**config.mk**
```make
export PLATFORM = sky130hd
export DESIGN_NAME = im_loader
export DESIGN_NICKNAME = d
export VERILOG_FILES = /design/src/rtl/im_loader_pkg.sv /design/src/rtl/im_loader_byte_packer.sv /design/src/rtl/im_loader.sv
export SDC_FILE = /design/constraint.sdc
export NUM_CORES = 1
export LEC_CHECK = 0
export CAP_MARGIN = 25
export CORE_UTILIZATION = 54
export DETAILED_ROUTE_END_ITERATION = 10
export PLACE_DENSITY = 0.85
export SLEW_MARGIN = 15
export SYNTH_ARGS = -nofsm -noshare
export SYNTH_HDL_FRONTEND = slang
export SYNTH_SLANG_ARGS = --single-unit
```
**constraint.sdc**
```tcl
create_clock -name clock -period 3.87 [get_ports clock]
set_input_delay 0.774 -clock clock [delete_from_list [all_inputs] [get_ports clock]]
set_output_delay 0.774 -clock clock [all_outputs]
set_load 0.02 [all_outputs]
```
**src/rtl/im_loader_pkg.sv**
```systemverilog
// Shared types and constants for the instruction-memory boot loader.
package loader_pkg;

    typedef enum logic [2:0] {
        ST_LEN_HI = 3'd0,
        ST_LEN_LO = 3'd1,
        ST_DATA   = 3'd2,
        ST_CSUM   = 3'd3,
        ST_DONE   = 3'd4,
        ST_ERR    = 3'd5
    } state_e;

    localparam logic [31:0] PC_RESET_ADDR  = 32'h0000_3000;
    localparam int          HDR_BYTES      = 2;
    localparam int          BYTES_PER_WORD = 4;

    function automatic logic accepts_bytes(input state_e s);
        logic r;
        case (s)
            ST_LEN_HI, ST_LEN_LO, ST_DATA, ST_CSUM: r = 1'b1;
            default:                                r = 1'b0;
        endcase
        return r;
    endfunction

endpackage

```
**src/rtl/im_loader_byte_packer.sv**
```systemverilog
// Packs big-endian stream bytes into 32-bit words; pulses word_valid on the
// fourth byte with the completed word formed combinationally from that byte.
module byte_packer
    import loader_pkg::*;
(
    input  logic        clock,
    input  logic        reset,
    input  logic        clear,
    input  logic        shift_en,
    input  logic [7:0]  byte_in,
    output logic        word_valid,
    output logic [31:0] word
);

    localparam int CW = $clog2(BYTES_PER_WORD);
    localparam int HW = (BYTES_PER_WORD - 1) * 8;
    localparam logic [CW-1:0] LAST_CNT = CW'(BYTES_PER_WORD - 1);
    localparam logic [CW-1:0] CNT_ONE  = CW'(1);

    logic [HW-1:0] hist_q, hist_d;
    logic [CW-1:0] cnt_q, cnt_d;

    // Byte history and position-in-word counter update
    always_comb begin
        hist_d     = hist_q;
        cnt_d      = cnt_q;
        word_valid = 1'b0;
        word       = {hist_q, byte_in};
        if (clear) begin
            hist_d = '0;
            cnt_d  = '0;
        end else if (shift_en) begin
            hist_d     = {hist_q[HW-9:0], byte_in};
            cnt_d      = cnt_q + CNT_ONE;
            word_valid = (cnt_q == LAST_CNT);
        end else begin
            hist_d = hist_q;
            cnt_d  = cnt_q;
        end
    end

    // Packer state registers
    always_ff @(posedge clock or posedge reset) begin
        if (reset) begin
            hist_q <= '0;
            cnt_q  <= '0;
        end else begin
            hist_q <= hist_d;
            cnt_q  <= cnt_d;
        end
    end

endmodule

```
**src/rtl/im_loader.sv**
```systemverilog
// Boot-time IM writer: length header, big-endian words, CPU held until done.
// Optional trailing XOR checksum byte when IM_LOADER_CHECKSUM_EN is defined.
module im_loader
    import loader_pkg::*;
#(
    parameter int AW        = 10,
    parameter int BASE_WORD = int'(PC_RESET_ADDR[11:2])
) (
    input  logic          clock,
    input  logic          reset,
    input  logic [7:0]    byte_data,
    input  logic          byte_valid,
    output logic          byte_ready,
    input  logic          start,
    output logic          im_we,
    output logic [AW-1:0] im_waddr,
    output logic [31:0]   im_wdata,
    output logic          cpu_hold,
    output logic          done,
    output logic          error,
    output logic [AW:0]   words_loaded
);

    localparam int          DEPTH   = 1 << AW;
    localparam logic [16:0] DEPTH_L = 17'(DEPTH);
    localparam logic [AW:0] WL_ONE  = (AW+1)'(1);
    localparam logic [AW-1:0] BASE_IDX = AW'(BASE_WORD);
`ifdef IM_LOADER_CHECKSUM_EN
    localparam state_e ST_AFTER_DATA = ST_CSUM;
`else
    localparam state_e ST_AFTER_DATA = ST_DONE;
`endif

    state_e        state_q, state_d;
    logic [15:0]   len_q, len_d;
    logic [AW:0]   wl_q, wl_d;
    logic          im_we_q, im_we_d;
    logic [AW-1:0] waddr_q, waddr_d;
    logic [31:0]   wdata_q, wdata_d;
    logic          cpu_hold_q, cpu_hold_d;
    logic          done_q, done_d;
    logic          error_q, error_d;
`ifdef IM_LOADER_CHECKSUM_EN
    logic [7:0]    csum_q, csum_d;
`endif

    logic          transfer_s;
    logic          word_valid_s;
    logic [31:0]   word_s;
    logic [15:0]   len_full_s;
    logic          last_word_s;

    assign byte_ready  = accepts_bytes(state_q) & ~start;
    assign transfer_s  = byte_valid & byte_ready;
    assign len_full_s  = {len_q[15:8], byte_data};
    assign last_word_s = (17'(wl_q + WL_ONE) == {1'b0, len_q});

    byte_packer u_packer (
        .clock      (clock),
        .reset      (reset),
        .clear      (start),
        .shift_en   (transfer_s & (state_q == ST_DATA)),
        .byte_in    (byte_data),
        .word_valid (word_valid_s),
        .word       (word_s)
    );

    // Load sequencing, word write generation and status decode
    always_comb begin
        state_d = state_q;
        len_d   = len_q;
        wl_d    = wl_q;
        im_we_d = 1'b0;
        waddr_d = waddr_q;
        wdata_d = wdata_q;
`ifdef IM_LOADER_CHECKSUM_EN
        csum_d  = csum_q;
`endif
        if (start) begin
            state_d = ST_LEN_HI;
            len_d   = 16'h0000;
            wl_d    = '0;
`ifdef IM_LOADER_CHECKSUM_EN
            csum_d  = 8'h00;
`endif
        end else begin
`ifdef IM_LOADER_CHECKSUM_EN
            if (transfer_s) begin
                csum_d = csum_q ^ byte_data;
            end else begin
                csum_d = csum_q;
            end
`endif
            case (state_q)
                ST_LEN_HI: begin
                    if (transfer_s) begin
                        len_d   = {byte_data, 8'h00};
                        state_d = ST_LEN_LO;
                    end else begin
                        state_d = ST_LEN_HI;
                    end
                end
                ST_LEN_LO: begin
                    if (transfer_s) begin
                        len_d = len_full_s;
                        if ({1'b0, len_full_s} > DEPTH_L) begin
                            state_d = ST_ERR;
                        end else if (len_full_s == 16'h0000) begin
                            state_d = ST_AFTER_DATA;
                        end else begin
                            state_d = ST_DATA;
                        end
                    end else begin
                        state_d = ST_LEN_LO;
                    end
                end
                ST_DATA: begin
                    if (word_valid_s) begin
                        im_we_d = 1'b1;
                        wdata_d = word_s;
                        waddr_d = BASE_IDX + wl_q[AW-1:0];
                        wl_d    = wl_q + WL_ONE;
                        state_d = last_word_s ? ST_AFTER_DATA : ST_DATA;
                    end else begin
                        state_d = ST_DATA;
                    end
                end
`ifdef IM_LOADER_CHECKSUM_EN
                ST_CSUM: begin
                    if (transfer_s) begin
                        state_d = (byte_data == csum_q) ? ST_DONE : ST_ERR;
                    end else begin
                        state_d = ST_CSUM;
                    end
                end
`endif
                ST_DONE: state_d = ST_DONE;
                ST_ERR:  state_d = ST_ERR;
                default: state_d = ST_ERR;
            endcase
        end
        cpu_hold_d = (state_d != ST_DONE);
        done_d     = (state_d == ST_DONE);
        error_d    = (state_d == ST_ERR);
    end

    // State, counters and registered outputs
    always_ff @(posedge clock or posedge reset) begin
        if (reset) begin
            state_q    <= ST_LEN_HI;
            len_q      <= 16'h0000;
            wl_q       <= '0;
            im_we_q    <= 1'b0;
            waddr_q    <= '0;
            wdata_q    <= 32'h0000_0000;
            cpu_hold_q <= 1'b1;
            done_q     <= 1'b0;
            error_q    <= 1'b0;
`ifdef IM_LOADER_CHECKSUM_EN
            csum_q     <= 8'h00;
`endif
        end else begin
            state_q    <= state_d;
            len_q      <= len_d;
            wl_q       <= wl_d;
            im_we_q    <= im_we_d;
            waddr_q    <= waddr_d;
            wdata_q    <= wdata_d;
            cpu_hold_q <= cpu_hold_d;
            done_q     <= done_d;
            error_q    <= error_d;
`ifdef IM_LOADER_CHECKSUM_EN
            csum_q     <= csum_d;
`endif
        end
    end

    assign im_we        = im_we_q;
    assign im_waddr     = waddr_q;
    assign im_wdata     = wdata_q;
    assign cpu_hold     = cpu_hold_q;
    assign done         = done_q;
    assign error        = error_q;
    assign words_loaded = wl_q;

endmodule
```
==> summary.txt <==
Clocking
  • Htree depth: 3
  • CTS max path bufs: 2
  • # Post-CTS Setup Buffers: 0
  • Clock sinks: ~100
  • Cts bufs inserted: 9
  • TritonCTS clock tree: yes
  • CTS clk-pin slew, worst paths: roughly 0.10 ns
  • Root buf cell: clkbuf_8
  • Clk_lat worst skew: 0.38 ns
  • CTS resizes: 0
  • Hold buffer count at CTS: 0

Job
  • # Max-Cap Violations: 0

Logic synthesis
  • Syn. warnings: 0
  • Number of synthesized register bits: ~100
  • Most used DFF post-synth: dfrtp_1
  • Cell taking the most area after synthesis: dfrtp_1
  • Ys async rst share: between 90% and 100%
  • Post-Syn Area: around 0.0045 mm^2
  • EDFF count, synth: 0
  • Unique masters post-synth: 49
  • Seq/Total Area, Yosys: 56.9%
  • Syn Nets: 514
  • Cells after Synth: 500
  • Synth top area share: 56.3%
  • Synth top area cells: dfrtp_1 (56%), nand2_1 (17%), a21oi_1 (3.9%), xnor2_1 (2.5%), o21ai_0 (2.3%)
  • Synth Area per Inst: between 8 and 9 um^2

Power
  • Internal: 1430 uW
  • Switch Pwr: 486 uW
  • Comb pwr share: 6.2%
  • Maximum VDD drop: between 0.2 and 0.25 mV
  • Power per cell area: roughly 350 mW/mm^2
  • Leak: around 0.0025 uW
  • Switching portion of total power: between 20 and 30%
  • Clock network power share: ~37%
  • Reg power frac: 56.9%

Detailed routing
  • Drt initial violations: 219
  • Vias: about 3700
  • Via density: 5.64
  • Drc violations: 0
  • WL final: 10500 um
  • Final antenna-violating net count: 0
  • Drt pass-1 iters: 4
  • Drt wl/cell: 15.8 um

Setup path
  • Critical-path maximum fanout: 4
  • Element type at the critical path end: output port
  • Critical-path top delay cell: clkdlybuf4s50_1
  • Critical path origin: start
  • Worst Path Arrival: 2.12 ns
  • Worst r2r src: words_loaded[0]$_DFFE_PP0P_
  • Crit path top cell by count: clkdlybuf4s50_1
  • Critical Setup Path Class: input port to output port
  • Max incr delay on CP: 0.64 ns
  • Cell chain of the critical path: clkdlybuf4s50_1, nor2_1, clkdlybuf4s50_1
  • CP Launch Type: input port
  • Required time worst endpoint: 3.10 ns

Timing
  • Tmin final: 2.90 ns
  • Min Hold Slack: 0.483 ns
  • RSZ-0062 raised after global routing: false
  • Max transition margin: roughly 44%
  • Endpoints failing setup: 0
  • Worst-margin pin slew: 0.844 ns
  • Slew Viols, Final: 0
  • Period utilization: 74.9%
  • FMAX: 345 MHz
  • Fin. Hold Viols: 0
  • Clk_skew: 0.0174 ns
  • Setup_tns: 0 ns

Floorplanning
  • Core ar.: 0.00789 mm^2
  • Initial Util: 56.9%
  • Rows: 32
  • Die height: about 93 um
  • Die area: 0.00868 mm^2
  • # IOs: 70
  • DIE WIDTH: between 90 and 100 um

Cells and area
  • Antenna cells: 0
  • Fillers: around 630
  • Synthesis-to-finish area growth: 21.2%
  • Fin nets: 570
  • Layout cells sized above 1: 5.70%

Placed design
  • # port buffers: between 60 and 70
  • GP Congestion: 0.827
  • Final HPWL DP: 7210 um

Hold path
  • Hold Startpoint: im_waddr[5]$_DFFE_PP0P_
  • Min-delay worst type: flop to flop

GRT
  • Tot GR Track Use: 26.3%
  • First-pass GRT wire length: about 17000 um
  • Initial antenna violation count: 0
  • Number of global-route vias before repair: 3511
  • Largest net degree at the start of global routing: 56
  • Grt total ovfl: 0

Run status
  • Outcome: finished, final reports clean
power groups by stage:
| stage | clock (uW) | sequential [uW] | combinational [uW] |
|---|---|---|---|
| after floorplan | 0 | 1110 | 72.6 |
| after global placement | 0 | 1110 | 116 |
| after detailed placement | 0 | 1110 | 119 |
| after CTS | 719 | 1090 | 119 |
| after global routing | 760 | 1090 | 132 |
| final | 708 | 1090 | 118 |
cell usage after synthesis, drive strengths merged (2+ instances only):
| library cell | instances |
|---|---|
| xnor2 | 13 |
| a22o | 7 |
| ha | 2 |
| nand2b | 2 |
| inv | 4 |
| o21ai | 21 |
| nand2 | 199 |
| buf | 8 |
| nor2 | 14 |
| xor2 | 4 |
| o21a | 3 |
| and3 | 3 |
| nand3 | 17 |
| o211ai | 2 |
| nand4 | 5 |
| and2 | 2 |
| a21oi | 35 |
| nor3 | 5 |
| nor2b | 4 |
| clkbuf | 22 |
| a311oi | 2 |
| o31ai | 3 |
| nor4 | 4 |
| nor3b | 2 |
| dfrtp | 101 |
cells in the final DEF, fill, tap and decap left out, types with 2 or more instances in the layout:
cell             count
a21oi_1             35
inv_1                2
dfrtp_1            101
and3_1               2
buf_4                6
nor3_1               5
xnor2_1             13
o21a_1               3
o31ai_1              2
xor2_1               4
inv_8                2
and2_1               2
nand2b_1             2
nand2_1            199
a22o_1               7
o211ai_1             2
o21ai_0             21
ha_1                 2
clkdlybuf4s50_1     69
nor3b_1              2
nand3_2              2
a311oi_1             2
nor4_1               4
nand4_1              4
nor2_1              14
nor2b_1              4
clkbuf_8             9
nand3_1             15
metal layers:
metal,track usage (%),vias to the layer above,wire [um]
met5,0,-,0
met4,11.7,0,246
met3,2.93,19,453
met2,40.8,117,5050
met1,37.6,1841,4720
li1,-,1763,-
cell families (layout without fill, tap and decap cells):
family                   after synthesis  in the layout  share of synthesized area [%]
AND/OR/NAND/NOR                      261            261                           24.5
flip-flops                           102            102                           56.9
AO/OA/AOI/OAI                         83             83                           11.3
buffers and inverters                 35             96                           3.43
XOR/XNOR                              17             17                           3.32
adder cells (fa/ha/maj)                2              2                          0.558
registers in the layout, indices dropped and copies added (netlist names), 2 cells and up:
register,cells
u_packer.cnt_q,2
state_q,3
words_loaded,11
im_wdata,32
len_q,16
u_packer.hist_q,24
im_waddr,10
through the flow:
stage / cell area (um^2) / power [uW] / cells / setup slack [ns] / util (%)
final: 5440 / 1920 / 663 / 0.972 / 68.9
after global routing: 5440 / 1990 / 663 / 0.845 / 68.9
after CTS: 5440 / 1930 / 663 / 0.976 / 68.9
after detailed placement: 5220 / 1230 / 647 / 0.680 / 66.2
after global placement: 5220 / 1230 / 647 / 0.808 / 66.2
after floorplan: 4490 / 1180 / 500 / 0.422 / -
area by class of cell:
| cell class | count | area (um^2) | share of cell area (%) |
|---|---|---|---|
| multi-input cells | 363 | 1780 | 32.8 |
| clock buffers | 9 | 124 | 2.28 |
| flip-flops and latches | 102 | 2550 | 47.0 |
| inverters | 5 | 21.3 | 0.391 |
| clock inverters | 7 | 91.3 | 1.68 |
| repair buffers | 75 | 736 | 13.5 |
| well taps | 102 | 128 | 2.35 |
worst max-delay path, delay by kind of cell:
family	cells	cell delay (ns)
AND/OR/NAND/NOR	1	0.22
buffers and inverters	2	1.12
final timing paths:
check	to	slack, ns	cells past startpoint
worst max-delay path	byte_ready	0.97	3
worst min-delay path	im_waddr[5]$_DFFE_PP0P_	0.48	2
worst max register to register	done$_DFF_PP0_	1.41	7
worst min register to register	im_waddr[5]$_DFFE_PP0P_	0.48	2
max in group asynchronous	words_loaded[1]$_DFFE_PP0P_	2.25	3
min in group asynchronous	im_wdata[26]$_DFFE_PP0P_	0.82	2
(Power assumes the default switching activity.)
